<file path="config.mk">
export PLATFORM = sky130hd
export DESIGN_NAME = card_datapath_flat
export DESIGN_NICKNAME = d
export VERILOG_FILES = /design/src/rtl/card_datapath_if.sv /design/src/rtl/card_datapath.sv /design/src/flat_wrapper.sv
export SDC_FILE = /design/constraint.sdc
export NUM_CORES = 1
export LEC_CHECK = 0
export CAP_MARGIN = 10
export CELL_PAD_IN_SITES_DETAIL_PLACEMENT = 1
export CELL_PAD_IN_SITES_GLOBAL_PLACEMENT = 2
export CORE_MARGIN = 1
export CORE_UTILIZATION = 29
export CTS_CLUSTER_SIZE = 16
export DETAILED_ROUTE_END_ITERATION = 8
export PLACE_DENSITY_LB_ADDON = 0.1
export SYNTH_ARGS = -nofsm -noshare
export SYNTH_HDL_FRONTEND = slang
export SYNTH_SLANG_ARGS = --single-unit
</file>
<file path="constraint.sdc">
create_clock -name slow_clock -period 5.1 [get_ports slow_clock]
set_clock_uncertainty 0.15 [all_clocks]
set_input_delay 0.765 -clock slow_clock [delete_from_list [all_inputs] [get_ports slow_clock]]
set_output_delay 0.765 -clock slow_clock [all_outputs]
set_load 0.02 [all_outputs]
</file>
<file path="src/rtl/card_datapath_if.sv">
// Controller-to-datapath bundle: card/load strobes toward the datapath,
// scores, player third card and 7-segment drives back.
interface card_datapath_if;
    logic [3:0] new_card;
    logic       load_pcard1;
    logic       load_pcard2;
    logic       load_pcard3;
    logic       load_dcard1;
    logic       load_dcard2;
    logic       load_dcard3;
    logic [3:0] pscore_out;
    logic [3:0] dscore_out;
    logic [3:0] pcard3_out;
    logic [6:0] HEX0;
    logic [6:0] HEX1;
    logic [6:0] HEX2;
    logic [6:0] HEX3;
    logic [6:0] HEX4;
    logic [6:0] HEX5;

    modport master (
        output new_card, load_pcard1, load_pcard2, load_pcard3,
               load_dcard1, load_dcard2, load_dcard3,
        input  pscore_out, dscore_out, pcard3_out,
               HEX0, HEX1, HEX2, HEX3, HEX4, HEX5
    );

    modport slave (
        input  new_card, load_pcard1, load_pcard2, load_pcard3,
               load_dcard1, load_dcard2, load_dcard3,
        output pscore_out, dscore_out, pcard3_out,
               HEX0, HEX1, HEX2, HEX3, HEX4, HEX5
    );
endinterface

</file>
<file path="src/rtl/card_datapath.sv">
// Baccarat hand datapath: six card registers, mod-10 hand scores and
// active-low 7-segment decode of each held card.
module card_datapath (
    input  logic            slow_clock,
    input  logic            resetb,
    card_datapath_if.slave  bus
);

    logic [5:0] w_load;
    logic [3:0] w_card_in;
    logic [3:0] r_card [6];
    logic [4:0] w_psum;
    logic [4:0] w_dsum;

    function automatic logic [3:0] card_value(input logic [3:0] c);
        return (c <= 4'd9) ? c : 4'd0;
    endfunction

    function automatic logic [3:0] mod10(input logic [4:0] s);
        logic [4:0] r;
        if (s >= 5'd20)      r = s - 5'd20;
        else if (s >= 5'd10) r = s - 5'd10;
        else                 r = s;
        return r[3:0];
    endfunction

    function automatic logic [6:0] seg(input logic [3:0] c);
        logic [6:0] s;
        case (c)
            4'd1:    s = 7'b0001000;
            4'd2:    s = 7'b0100100;
            4'd3:    s = 7'b0110000;
            4'd4:    s = 7'b0011001;
            4'd5:    s = 7'b0010010;
            4'd6:    s = 7'b0000010;
            4'd7:    s = 7'b1111000;
            4'd8:    s = 7'b0000000;
            4'd9:    s = 7'b0010000;
            4'd10:   s = 7'b1000000;
            4'd11:   s = 7'b1100001;
            4'd12:   s = 7'b0011000;
            4'd13:   s = 7'b0001001;
            default: s = 7'b1111111;
        endcase
        return s;
    endfunction

    assign w_load = {bus.load_dcard3, bus.load_dcard2, bus.load_dcard1,
                     bus.load_pcard3, bus.load_pcard2, bus.load_pcard1};

    // Illegal codes 0/14/15 are stored as empty so every downstream decode sees 0.
    assign w_card_in = (bus.new_card >= 4'd1 && bus.new_card <= 4'd13) ? bus.new_card : 4'd0;

    always_ff @(posedge slow_clock or negedge resetb) begin
        if (!resetb) begin
            for (int unsigned i = 0; i < 6; i++) r_card[i] <= '0;
        end else begin
            for (int unsigned i = 0; i < 6; i++)
                if (w_load[i]) r_card[i] <= w_card_in;
        end
    end

    assign w_psum = 5'(card_value(r_card[0])) + 5'(card_value(r_card[1]))
                  + 5'(card_value(r_card[2]));
    assign w_dsum = 5'(card_value(r_card[3])) + 5'(card_value(r_card[4]))
                  + 5'(card_value(r_card[5]));

    assign bus.pscore_out = mod10(w_psum);
    assign bus.dscore_out = mod10(w_dsum);
    assign bus.pcard3_out = r_card[2];

    assign bus.HEX0 = seg(r_card[0]);
    assign bus.HEX1 = seg(r_card[1]);
    assign bus.HEX2 = seg(r_card[2]);
    assign bus.HEX3 = seg(r_card[3]);
    assign bus.HEX4 = seg(r_card[4]);
    assign bus.HEX5 = seg(r_card[5]);

endmodule

</file>
<file path="src/flat_wrapper.sv">
// flat-port wrapper written by rule: the top's interface ports become plain ports
module card_datapath_flat 
  (slow_clock, resetb, bus_new_card, bus_load_pcard1, bus_load_pcard2, bus_load_pcard3, bus_load_dcard1, bus_load_dcard2, bus_load_dcard3, bus_pscore_out, bus_dscore_out, bus_pcard3_out, bus_HEX0, bus_HEX1, bus_HEX2, bus_HEX3, bus_HEX4, bus_HEX5);
  card_datapath_if bus_i ();
  input  logic slow_clock;
  input  logic resetb;
  input wire logic [$bits(bus_i.new_card)-1:0] bus_new_card;
  input wire logic [$bits(bus_i.load_pcard1)-1:0] bus_load_pcard1;
  input wire logic [$bits(bus_i.load_pcard2)-1:0] bus_load_pcard2;
  input wire logic [$bits(bus_i.load_pcard3)-1:0] bus_load_pcard3;
  input wire logic [$bits(bus_i.load_dcard1)-1:0] bus_load_dcard1;
  input wire logic [$bits(bus_i.load_dcard2)-1:0] bus_load_dcard2;
  input wire logic [$bits(bus_i.load_dcard3)-1:0] bus_load_dcard3;
  output wire logic [$bits(bus_i.pscore_out)-1:0] bus_pscore_out;
  output wire logic [$bits(bus_i.dscore_out)-1:0] bus_dscore_out;
  output wire logic [$bits(bus_i.pcard3_out)-1:0] bus_pcard3_out;
  output wire logic [$bits(bus_i.HEX0)-1:0] bus_HEX0;
  output wire logic [$bits(bus_i.HEX1)-1:0] bus_HEX1;
  output wire logic [$bits(bus_i.HEX2)-1:0] bus_HEX2;
  output wire logic [$bits(bus_i.HEX3)-1:0] bus_HEX3;
  output wire logic [$bits(bus_i.HEX4)-1:0] bus_HEX4;
  output wire logic [$bits(bus_i.HEX5)-1:0] bus_HEX5;
  assign bus_i.new_card = bus_new_card;
  assign bus_i.load_pcard1 = bus_load_pcard1;
  assign bus_i.load_pcard2 = bus_load_pcard2;
  assign bus_i.load_pcard3 = bus_load_pcard3;
  assign bus_i.load_dcard1 = bus_load_dcard1;
  assign bus_i.load_dcard2 = bus_load_dcard2;
  assign bus_i.load_dcard3 = bus_load_dcard3;
  assign bus_pscore_out = bus_i.pscore_out;
  assign bus_dscore_out = bus_i.dscore_out;
  assign bus_pcard3_out = bus_i.pcard3_out;
  assign bus_HEX0 = bus_i.HEX0;
  assign bus_HEX1 = bus_i.HEX1;
  assign bus_HEX2 = bus_i.HEX2;
  assign bus_HEX3 = bus_i.HEX3;
  assign bus_HEX4 = bus_i.HEX4;
  assign bus_HEX5 = bus_i.HEX5;
  card_datapath u_core (.slow_clock(slow_clock), .resetb(resetb), .bus(bus_i));
endmodule
</file>
======== Yosys cells after proc, flatten, opt, wreduce, memory -nomap -nowiden ========
Memory sizes are Yosys's and may differ from the RTL's.
Index checks and enable logic that the tools add are counted.
Widths: inputs -> output; s select.
word-level totals
  logic and storage cells ................. 44
  register bits after elaboration ......... 24
  bits in read-only memories .............. 672
  output and inout port bits .............. 54
  bits of input ports ..................... 12
  RAM bits ................................ 0
  latch bits .............................. 0
  memories kept ........................... 6
memory list
  name              depth  bits a word  rd ports  clocked after memory_dff  wr ports  line                 text
  (name not given)  16     7            1         0                         0         card_datapath.sv:29  case (c)
  (name not given)  16     7            1         0                         0         card_datapath.sv:29
  (name not given)  16     7            1         0                         0         card_datapath.sv:29
  (name not given)  16     7            1         0                         0         card_datapath.sv:29
  (name not given)  16     7            1         0                         0         card_datapath.sv:29
  (name not given)  16     7            1         0                         0         card_datapath.sv:29
cells by class
  reductions and logical operators ........ 1
  magnitude comparators ................... 12
  $mul .................................... 0
  equality and inequality tests ........... 0
  shifts and indexed selects .............. 0
  bitwise operators ....................... 0
  divide/modulo/power cells ............... 0
  $add $sub $neg .......................... 8
  mux-type cells .......................... 11
operator list
  kind                 number
  $mux 4               11
  $le 4x4->1 const B   7
  $add 4x4->5          2
  $add 5x4->5          2
  $ge 5x4->1 const B   2
  $ge 5x5->1 const B   2
  $sub 4x3->4 const B  2
  $sub 4x4->4 const B  2
  $ge 4x1->1 const B   1
  $logic_and 1x1->1    1

======== Longest topological paths before layout ========
Gate-level depths: netlist of the first run.
  depth in word-level cells ............... 7
  mapped depth ............................ 17
  gate-level depth less buffers ........... 17

======== Worst setup path after synthesis of the first run ========
OpenSTA, ideal clock, no wires.
  kind .................................... register to output
  start point ............................. register u_core.r_card (netlist bit u_core.bus.pcard3_out[1])
  end point ............................... output bus_pscore_out[3]
  cell stages (with the launch flop) ...... 16
  data arrival time ....................... 3.511 ns
  buffers on the path ..................... 0
  required time ........................... 4.185 ns
  setup slack ............................. 0.674 ns
  cell sequence ........................... dfrtp_1 inv_1 ha_1 o21bai_1 nand2_1 nand2_1 fa_1 inv_1 ha_1 fa_1 inv_1 ha_1 inv_1 a32o_1 mux2i_1 o311ai_1
between the ends
  word-level cells in the longest chain between the ends .. 6
  elaborated cells between the ends (all ways) .. 9
  classes of those cells .................. 3 x add/sub; 3 x order compare; 3 x mux
RTL lines
  item                                       line                 text
  start, declared                            card_datapath.sv:11  logic [3:0] r_card [6];
  start signal, assigned by index            card_datapath.sv:59  if (w_load[i]) r_card[i] <= w_card_in;
  $le 4x4->1                                 card_datapath.sv:16  return (c <= 4'd9) ? c : 4'd0;
  $mux 4 (*)                                 card_datapath.sv:16
  $add 5x4->5 (*)                            card_datapath.sv:64  + 5'(card_value(r_card[2]));
  $sub 4x4->4 or $ge 5x4->1 (tied branches)  card_datapath.sv:22  else if (s >= 5'd10) r = s - 5'd10;
  $mux 4                                     card_datapath.sv:22
  $mux 4 (*)                                 card_datapath.sv:21  if (s >= 5'd20) r = s - 5'd20;
  end, declared                              flat_wrapper.sv:14   output wire logic [$bits(bus_i.pscore_out)-1:0] bus_pscore_out;
Every way passes the cells marked *; elsewhere a longest branch is shown, timed or not.

======== Worst setup path after layout of the first run ========
  start point ............................. register u_core.r_card (netlist bit u_core.bus.pcard3_out[0])
  end point ............................... output bus_pscore_out[1]
The elaborated chain is that of the path after synthesis.

==> summary.md, run 1 <==
| Metric | Value |
|---|---|
| Final WL | 8290 µm |
| Hold WC Path Type | reg -> reg |
| Crit-path slowest cell | fa_2 |
| Setup TNS | 0 ps |
| Fill count | 1226 |
| Tcrit/Tclk final | 94.6% |
| Vias in the first global route | 2949 |
| Antenna diode count | 0 |
| First-pass GRT wire length | 14100 µm |
| Syn Nets | 442 |
| Slew Limit Fails | 0 |
| Die Wd | 103 µm |
| Worst hold margin | 452 ps |
| DR vias | 2853 |
| Pwr dens | 353 nW/µm² |
| Outcome | completed |
| Post-synthesis register bit count | 24 |
| CP Cell Sequence | inv_1 -> ha_1 -> o21bai_2 -> nand2_1 -> nand2_1 -> fa_1 -> inv_1 -> ha_1 -> fa_2 -> inv_1 -> ha_1 -> a32o_2 -> mux2i_2 -> xnor2_1 -> dlygate4sd2_1 |
| Critical path type | reg -> out |
| DRT iter0 DRCs | 103 |
| WP buf/inv | 4 |
| Critical Path Sink Type | output port |
| CTS Root Buffer Type | clkbuf_8 |
| Synth Warn # | 0 |
| Leakage power | 0.00184 µW |
| Total GRT Usage | 16.5% |
| Max VDD drop | 0.219 mV |
| Synth-to-layout area growth | 34.6% |
| Slowest stage delay, CP | 580 ps |
| Drt pass-1 iters | 4 |
| Fmax | 207 MHz |
| CORE AREA | 9860 µm² |
| Number of H-tree levels | 1 |
| Hpwl dp | 6580 µm |
| Slew margin rel. | 34.4% |
| Crit path max fanout | 5 |
| Synth Instances | 383 |
| Pin count of the biggest net entering global routing | 25 |
| CP Data Arrival Time | 3910 ps |
| Maximum buffer depth of the clock tree | 2 |
| RSZ-0062 raised after global routing | false |
| Post-synth EDFFs | 0 |
| Ys async rst share | 100% |
| Top Ports | 66 |
| Die height | 103 µm |
| Required @ worst endpoint | 4180 ps |
| Final Setup Violations | 0 |
| Worst slew pin tran | 976 ps |
| Total Nets Final | 520 |
| Final instance area | 4000 µm² |
| Post-synth top area share | 20.2% |
| Share of cells above drive strength 1 | 12.6% |
| Post-layout util | 40.6% |
| CTS buffer count | 3 |
| Dpl ws | -8.91 ps |
| CP top delay family | adder cells |
| Initial antenna violation count | 0 |
| Post-route ant nets | 0 |
| Area leader, netlist | dfrtp_1 |
| Distinct cells, synth | 39 |
| Via-per-instance ratio | 4.81 |
| Final Hold Vio Count | 0 |
| GRT Residual Overflow | 0 |
| Top cells by area, synth | dfrtp_1, ha_1, o21ai_0, fa_1, nand2_1 |
| Setup ws final | 276 ps |
| Max Cap Viol | 0 |
| Clock slew at reported path FFs | 90 ps |
| Starting Density | 30.1% |
| Wirelength per Cell | 14.0 µm |
| Final Critical Period | 4820 ps |
| IO buf count | 65 |
| Syn avg cell area | 7.76 µm² |
| GP Congestion | 0.773 |
| Area of the die | 10700 µm² |
| # DRC | 0 |
| CTS tree | built |
| Clock latency on the worst-skew pair | 270 ps |
| Mapped cell area | 2970 µm² |
| Sink Count | 24 |
| Placed inst area | 3870 µm² |
| Register area share after synthesis | 20.2% |
| Worst setup SP type | register |
| Row cnt | 36 |
| Synth Flop Type | dfrtp_1 |
==> worst register-to-register path, cell delays in order (launching register included) <==
cell	delay, ps
dfrtp_1	630
inv_1	220
o21ai_0	210
==> flip-flops by register name, summed over array words and instances, names as in the netlist <==
register / flops
u_core.r_card: 20
u_core.bus.pcard3_out: 4
==> routing by layer <==
metal | up-vias | track usage (%) | wire length, µm
li1 | 1448 | - | -
met1 | 1353 | 23.7 | 4190
met2 | 50 | 27.6 | 3840
met3 | 2 | 2.02 | 252
met4 | 0 | 1.41 | 13
met5 | - | 0 | 0
==> cells in the final DEF (no fill, tap or decap), types with 3 or more instances in the layout <==
cell type | netlist | routed
nor2_1 | 37 | 37
nand2_1 | 45 | 45
clkdlybuf4s50_1 | 0 | 59
mux2_2 | 8 | 8
a21boi_0 | 3 | 3
a211oi_1 | 8 | 8
a21oi_1 | 30 | 30
clkbuf_8 | 0 | 3
fa_1 | 10 | 9
a31oi_1 | 6 | 6
o21ai_0 | 43 | 39
dfrtp_1 | 24 | 22
inv_1 | 42 | 40
xnor2_2 | 3 | 4
mux2i_1 | 12 | 11
buf_4 | 4 | 24
dlygate4sd2_1 | 0 | 4
o31ai_1 | 9 | 9
ha_1 | 37 | 36
o21ai_1 | 0 | 3
o22ai_1 | 3 | 3
nand3_1 | 8 | 8
and2_1 | 3 | 3
nor2b_1 | 7 | 7
nor3_1 | 5 | 5
==> cell families (layout without fill, tap and decap cells) <==
group / count (synthesis) / count (layout) / share of synthesized area [%]
compound gates: 113 / 113 / 22.3
flops: 24 / 24 / 20.2
buf+inv: 59 / 136 / 8.00
fa+ha+maj: 47 / 47 / 22.3
simple gates: 111 / 111 / 16.2
mux: 21 / 21 / 7.58
xor+xnor: 8 / 8 / 3.37
==> layout make-up <==
type,count,area (µm²),area share (%)
inverter,42,158,3.94
tap,133,166,4.16
multi-input combinational,300,2160,54.0
clock inverter,1,30.0,0.751
clock buffer,3,41.3,1.03
timing repair buffer,90,843,21.1
sequential,24,603,15.1
==> synthesized netlist by cell type (5+ instances only) <==
| master | count |
|---|---|
| dfrtp_1 | 24 |
| mux2_2 | 8 |
| o21ai_0 | 43 |
| nor2b_1 | 7 |
| a211oi_1 | 8 |
| ha_1 | 37 |
| nand3_1 | 8 |
| clkbuf_1 | 11 |
| nor3_1 | 5 |
| o31ai_1 | 9 |
| nor2_1 | 37 |
| mux2i_1 | 12 |
| a21oi_1 | 30 |
| inv_1 | 42 |
| a31oi_1 | 6 |
| fa_1 | 10 |
| nand2_1 | 45 |
==> path summary, 6_finish.rpt <==
check                                                      from                       endpoint  slack (ps)  cells after the start
max                        u_core.bus.pcard3_out[0]$_DFFE_PN0P_              bus_pscore_out[1]         280                     15
min                               u_core.r_card[17]$_DFFE_PN0P_  u_core.r_card[17]$_DFFE_PN0P_         450                      2
max reg2reg                       u_core.r_card[19]$_DFFE_PN0P_  u_core.r_card[19]$_DFFE_PN0P_        3810                      2
min reg2reg                       u_core.r_card[17]$_DFFE_PN0P_  u_core.r_card[17]$_DFFE_PN0P_         450                      2
max in group asynchronous                                resetb   u_core.r_card[0]$_DFFE_PN0P_        3780                      2
min in group asynchronous                                resetb  u_core.r_card[11]$_DFFE_PN0P_         610                      1
==> repair_timing <==
action	in CTS	in global routing
cloned	0	0
hold buffers	0	0
setup endpoints to repair	6	6
pin swaps	1	1
resized for setup	10	17
buffers inserted	0	2
hold endpoints to repair	0	0
==> per-stage QoR <==
stage,total power [µW],instances
6_report,1410,593
3_5_place_dp,1270,586
2_1_floorplan,876,383
4_1_cts,1410,590
3_3_place_gp,1250,586
5_1_grt,1550,593
==> where the power goes <==
group	internal [µW]	switching, µW
sequential	209	23.3
clock	105	64.2
combinational	454	558
Note: power is estimated with default switching activity, not from simulation.
==> run 2, diff against run 1 <==
--- a/config.mk
+++ b/config.mk
@@ -9,10 +9,12 @@
 export CELL_PAD_IN_SITES_DETAIL_PLACEMENT = 1
 export CELL_PAD_IN_SITES_GLOBAL_PLACEMENT = 2
 export CORE_MARGIN = 1
-export CORE_UTILIZATION = 29
+export CORE_UTILIZATION = 32
 export CTS_CLUSTER_SIZE = 16
 export DETAILED_ROUTE_END_ITERATION = 8
 export PLACE_DENSITY_LB_ADDON = 0.1
+export SETUP_SLACK_MARGIN = 0.2
+export SLEW_MARGIN = 20
 export SYNTH_ARGS = -nofsm -noshare
 export SYNTH_HDL_FRONTEND = slang
 export SYNTH_SLANG_ARGS = --single-unit
==> constraint.sdc (replaced) <==
create_clock -name slow_clock -period 5.8 [get_ports slow_clock]
set_clock_uncertainty 0.15 [all_clocks]
set_input_delay 0.87 -clock slow_clock [delete_from_list [all_inputs] [get_ports slow_clock]]
set_output_delay 0.87 -clock slow_clock [all_outputs]
set_load 0.02 [all_outputs]
==> run 2 against run 1 <==
Compared with the run above:
- the flow now finishes with violations (design-rule violations)
- design area shrank 5.8%
- clock-buffer cell count did not move
- global-route usage is 0.39 points higher
- total power fell by 14%
- via count decreased by 2.6%
- worst setup slack better by 220 ps
- register-to-register slack improved by 700 ps
- non-clock buffer count is 25 lower
- sequential share of layout area is 0.90 points higher
- combinational power is 16% lower
- routed wire length shrank 6.8%
- sequential power hardly changed
- critical path type unchanged
==> summary.md, run 2 (same netlist as run 1, synthesis figures left out) <==
| Metric | Value |
|---|---|
| Register-to-register path setup slack | 4510 ps (+700 ps) |
| CTS buffer count | 3 (unchanged) |
| Top Ports | 66 (unchanged) |
| First-pass GRT wire length | 13500 µm (-4.1%) |
| Via-per-instance ratio | 5.12 (+6.4%) |
| Number of H-tree levels | 1 (unchanged) |
| Row cnt | 34 (-5.6%) |
| Final Setup Violations | 0 (unchanged) |
| Post-route ant nets | 0 (unchanged) |
| Required @ worst endpoint | 4780 ps (+600 ps) |
| # placed instances | 539 (-8.0%) |
| Final Hold Vio Count | 0 (unchanged) |
| IO buf count | 65 (unchanged) |
| Leakage power | 0.00175 µW (-4.9%) |
| Critical Path Sink Type | output port |
| Area of the die | 9680 µm² (-9.2%) |
| DRT iter0 DRCs | 72 (-30%) |
| Fmax | 188 MHz |
| Maximum buffer depth of the clock tree | 2 (unchanged) |
| Final instance area | 3770 µm² (-5.8%) |
| Outcome | complete, but fails checks |
| Antenna diode count | 0 (unchanged) |
| Total Nets Final | 495 (-4.8%) |
| Die height | 98.4 µm (-4.7%) |
| Failing checks | design-rule violations |
| Setup TNS | 0 ps (unchanged) |
| Worst setup SP type | register |
| Final Critical Period | 5310 ps |
| DR vias | 2780 (-2.6%) |
| Slowest stage delay, CP | 530 ps (-50 ps) |
| CORE AREA | 8850 µm² (-10%) |
| Crit-path slowest cell | clkdlybuf4s50_1 |
| Clock latency on the worst-skew pair | 260 ps (about the same) |
| Pin count of the biggest net entering global routing | 25 (unchanged) |
| Slew Limit Fails | 0 (unchanged) |
| CP Data Arrival Time | 4290 ps (+380 ps) |
| Reg2Reg Launch Point | u_core.bus.pcard3_out[3]$_DFFE_PN0P_ |
| CTS Root Buffer Type | clkbuf_8 |
| Fin cells | 543 (-8.4%) |
| Placed inst area | 3680 µm² (-5.1%) |
| Dpl ws | 548 ps (+557 ps) |
| Max VDD drop | 0.196 mV (-11%) |
| Final WL | 7730 µm (-6.8%) |
| # DRC | 5 (+5) |
| RSZ-0062 raised after global routing | false |
| Initial antenna violation count | 0 (unchanged) |
| Share of cells above drive strength 1 | 5.52% (-7.1 points) |
| Die Wd | 98.4 µm (-4.7%) |
| Total GRT Usage | 16.9% (+0.39 points) |
| CTS tree | built |
| FF-to-FF path depth | 2 (unchanged) |
| Setup ws final | 492 ps (+216 ps) |
| Pwr dens | 324 nW/µm² (-8.2%) |
| Max Cap Viol | 0 (unchanged) |
| Wirelength per Cell | 14.2 µm (+1.7%) |
| Pwr Total | 1220 µW (-14%) |
| Drt pass-1 iters | 8 (+4) |
| Clock slew at reported path FFs | 90 ps (about the same) |
| Crit path max fanout | 8 (+3) |
| Most flops, register | u_core.r_card |
| Terminus of the critical flop-to-flop path | u_core.bus.pcard3_out[3]$_DFFE_PN0P_ |
| CP Cell Sequence | inv_1 -> ha_1 -> nor2_1 -> o21ai_0 -> nand2_1 -> fa_1 -> inv_1 -> ha_1 -> fa_1 -> xnor2_2 -> inv_1 -> ha_1 -> and3_4 -> a211o_1 -> clkdlybuf4s50_1 |
| Hold WC Path Type | in -> async |
| Most frequent cells in the layout | clkdlybuf4s50_1, nand2_1, inv_1, o21ai_0, nor2_1 |
| Sink Count | 24 (unchanged) |
| GP Congestion | 0.762 (-1.5%) |
| Max FFs per register | 20 (unchanged) |
| Vias in the first global route | 2838 (-3.8%) |
| Tcrit/Tclk final | 91.5% |
| GRT Residual Overflow | 0 (unchanged) |
| Critical path type | reg -> out |
| Commonest non-fill, non-tap cell in the layout | clkdlybuf4s50_1 |
| Hpwl dp | 6140 µm (-6.8%) |
| Slew margin rel. | 33.5% (-0.93 points) |
| Synth-to-layout area growth | 26.8% |
| Setup repair bufs after CTS | 0 (unchanged) |
| Worst slew pin tran | 989 ps (+13.8 ps) |
| Starting Density | 33.6% (+3.5 points) |
run 2: metal layers:
layer  GRT usage (%)  up-vias  share of wire [%]
met5               0        -                  0
met2            27.8       50                 46
met1            24.2     1321                 51
met4            1.84        0               0.25
met3            2.43        2                3.4
li1                -     1407                  -
run 2: how the worst max path moves through the flow:
stage	start	to	slack, ps	cells after the start
after detailed placement	u_core.bus.pcard3_out[1]$_DFFE_PN0P_	bus_pscore_out[1]	550	16
after floorplan	u_core.bus.pcard3_out[1]$_DFFE_PN0P_	bus_pscore_out[3]	1270	15
after global placement	u_core.bus.pcard3_out[1]$_DFFE_PN0P_	bus_pscore_out[3]	620	16
final	u_core.r_card[9]$_DFFE_PN0P_	bus_dscore_out[3]	490	15
after CTS	u_core.bus.pcard3_out[1]$_DFFE_PN0P_	bus_pscore_out[1]	230	16
after global routing	u_core.r_card[1]$_DFFE_PN0P_	bus_dscore_out[3]	270	16
run 2: layout make-up:
class                   count  area (µm²)
inverters                  42         158
well taps                 108         135
clock inverters             1        30.0
fillers                  1118        5080
repair buffers             65         658
clock buffers               3        41.3
flip-flops and latches     24         602
multi-input cells         300        2140
run 2: repair_timing:
item | CTS | global route
setup endpoints to repair | 0 | 6
gates resized for setup | 0 | 9
hold buffers | 0 | 0
run 2: report_power, final:
part / internal [µW] / leakage, µW / switching, µW / total, µW
sequential: 183 / 0.000297 / 48.8 / 232
combinational: 390 / 0.00141 / 454 / 845
clock: 92.2 / 0.0000357 / 52.7 / 145
total: 666 / 0.00175 / 556 / 1220
run 2: worst max-delay path, delay by kind of cell, from the launching register on:
family,cells,cell delay (ps)
AOI/OAI and AO/OA,2,440
xor gates and xnor gates,1,250
adders and majority gates,5,1680
buffers and inverters,4,810
DFF,1,470
and+or+nand+nor,3,360
run 2: per-stage QoR:
step / utilization [%] / hold WS (ps)
after global routing: 42.6 / 453
final: 42.6 / 419
after floorplan: - / 424
after global placement: 41.6 / 519
after detailed placement: 41.6 / 566
after CTS: 42.4 / 576
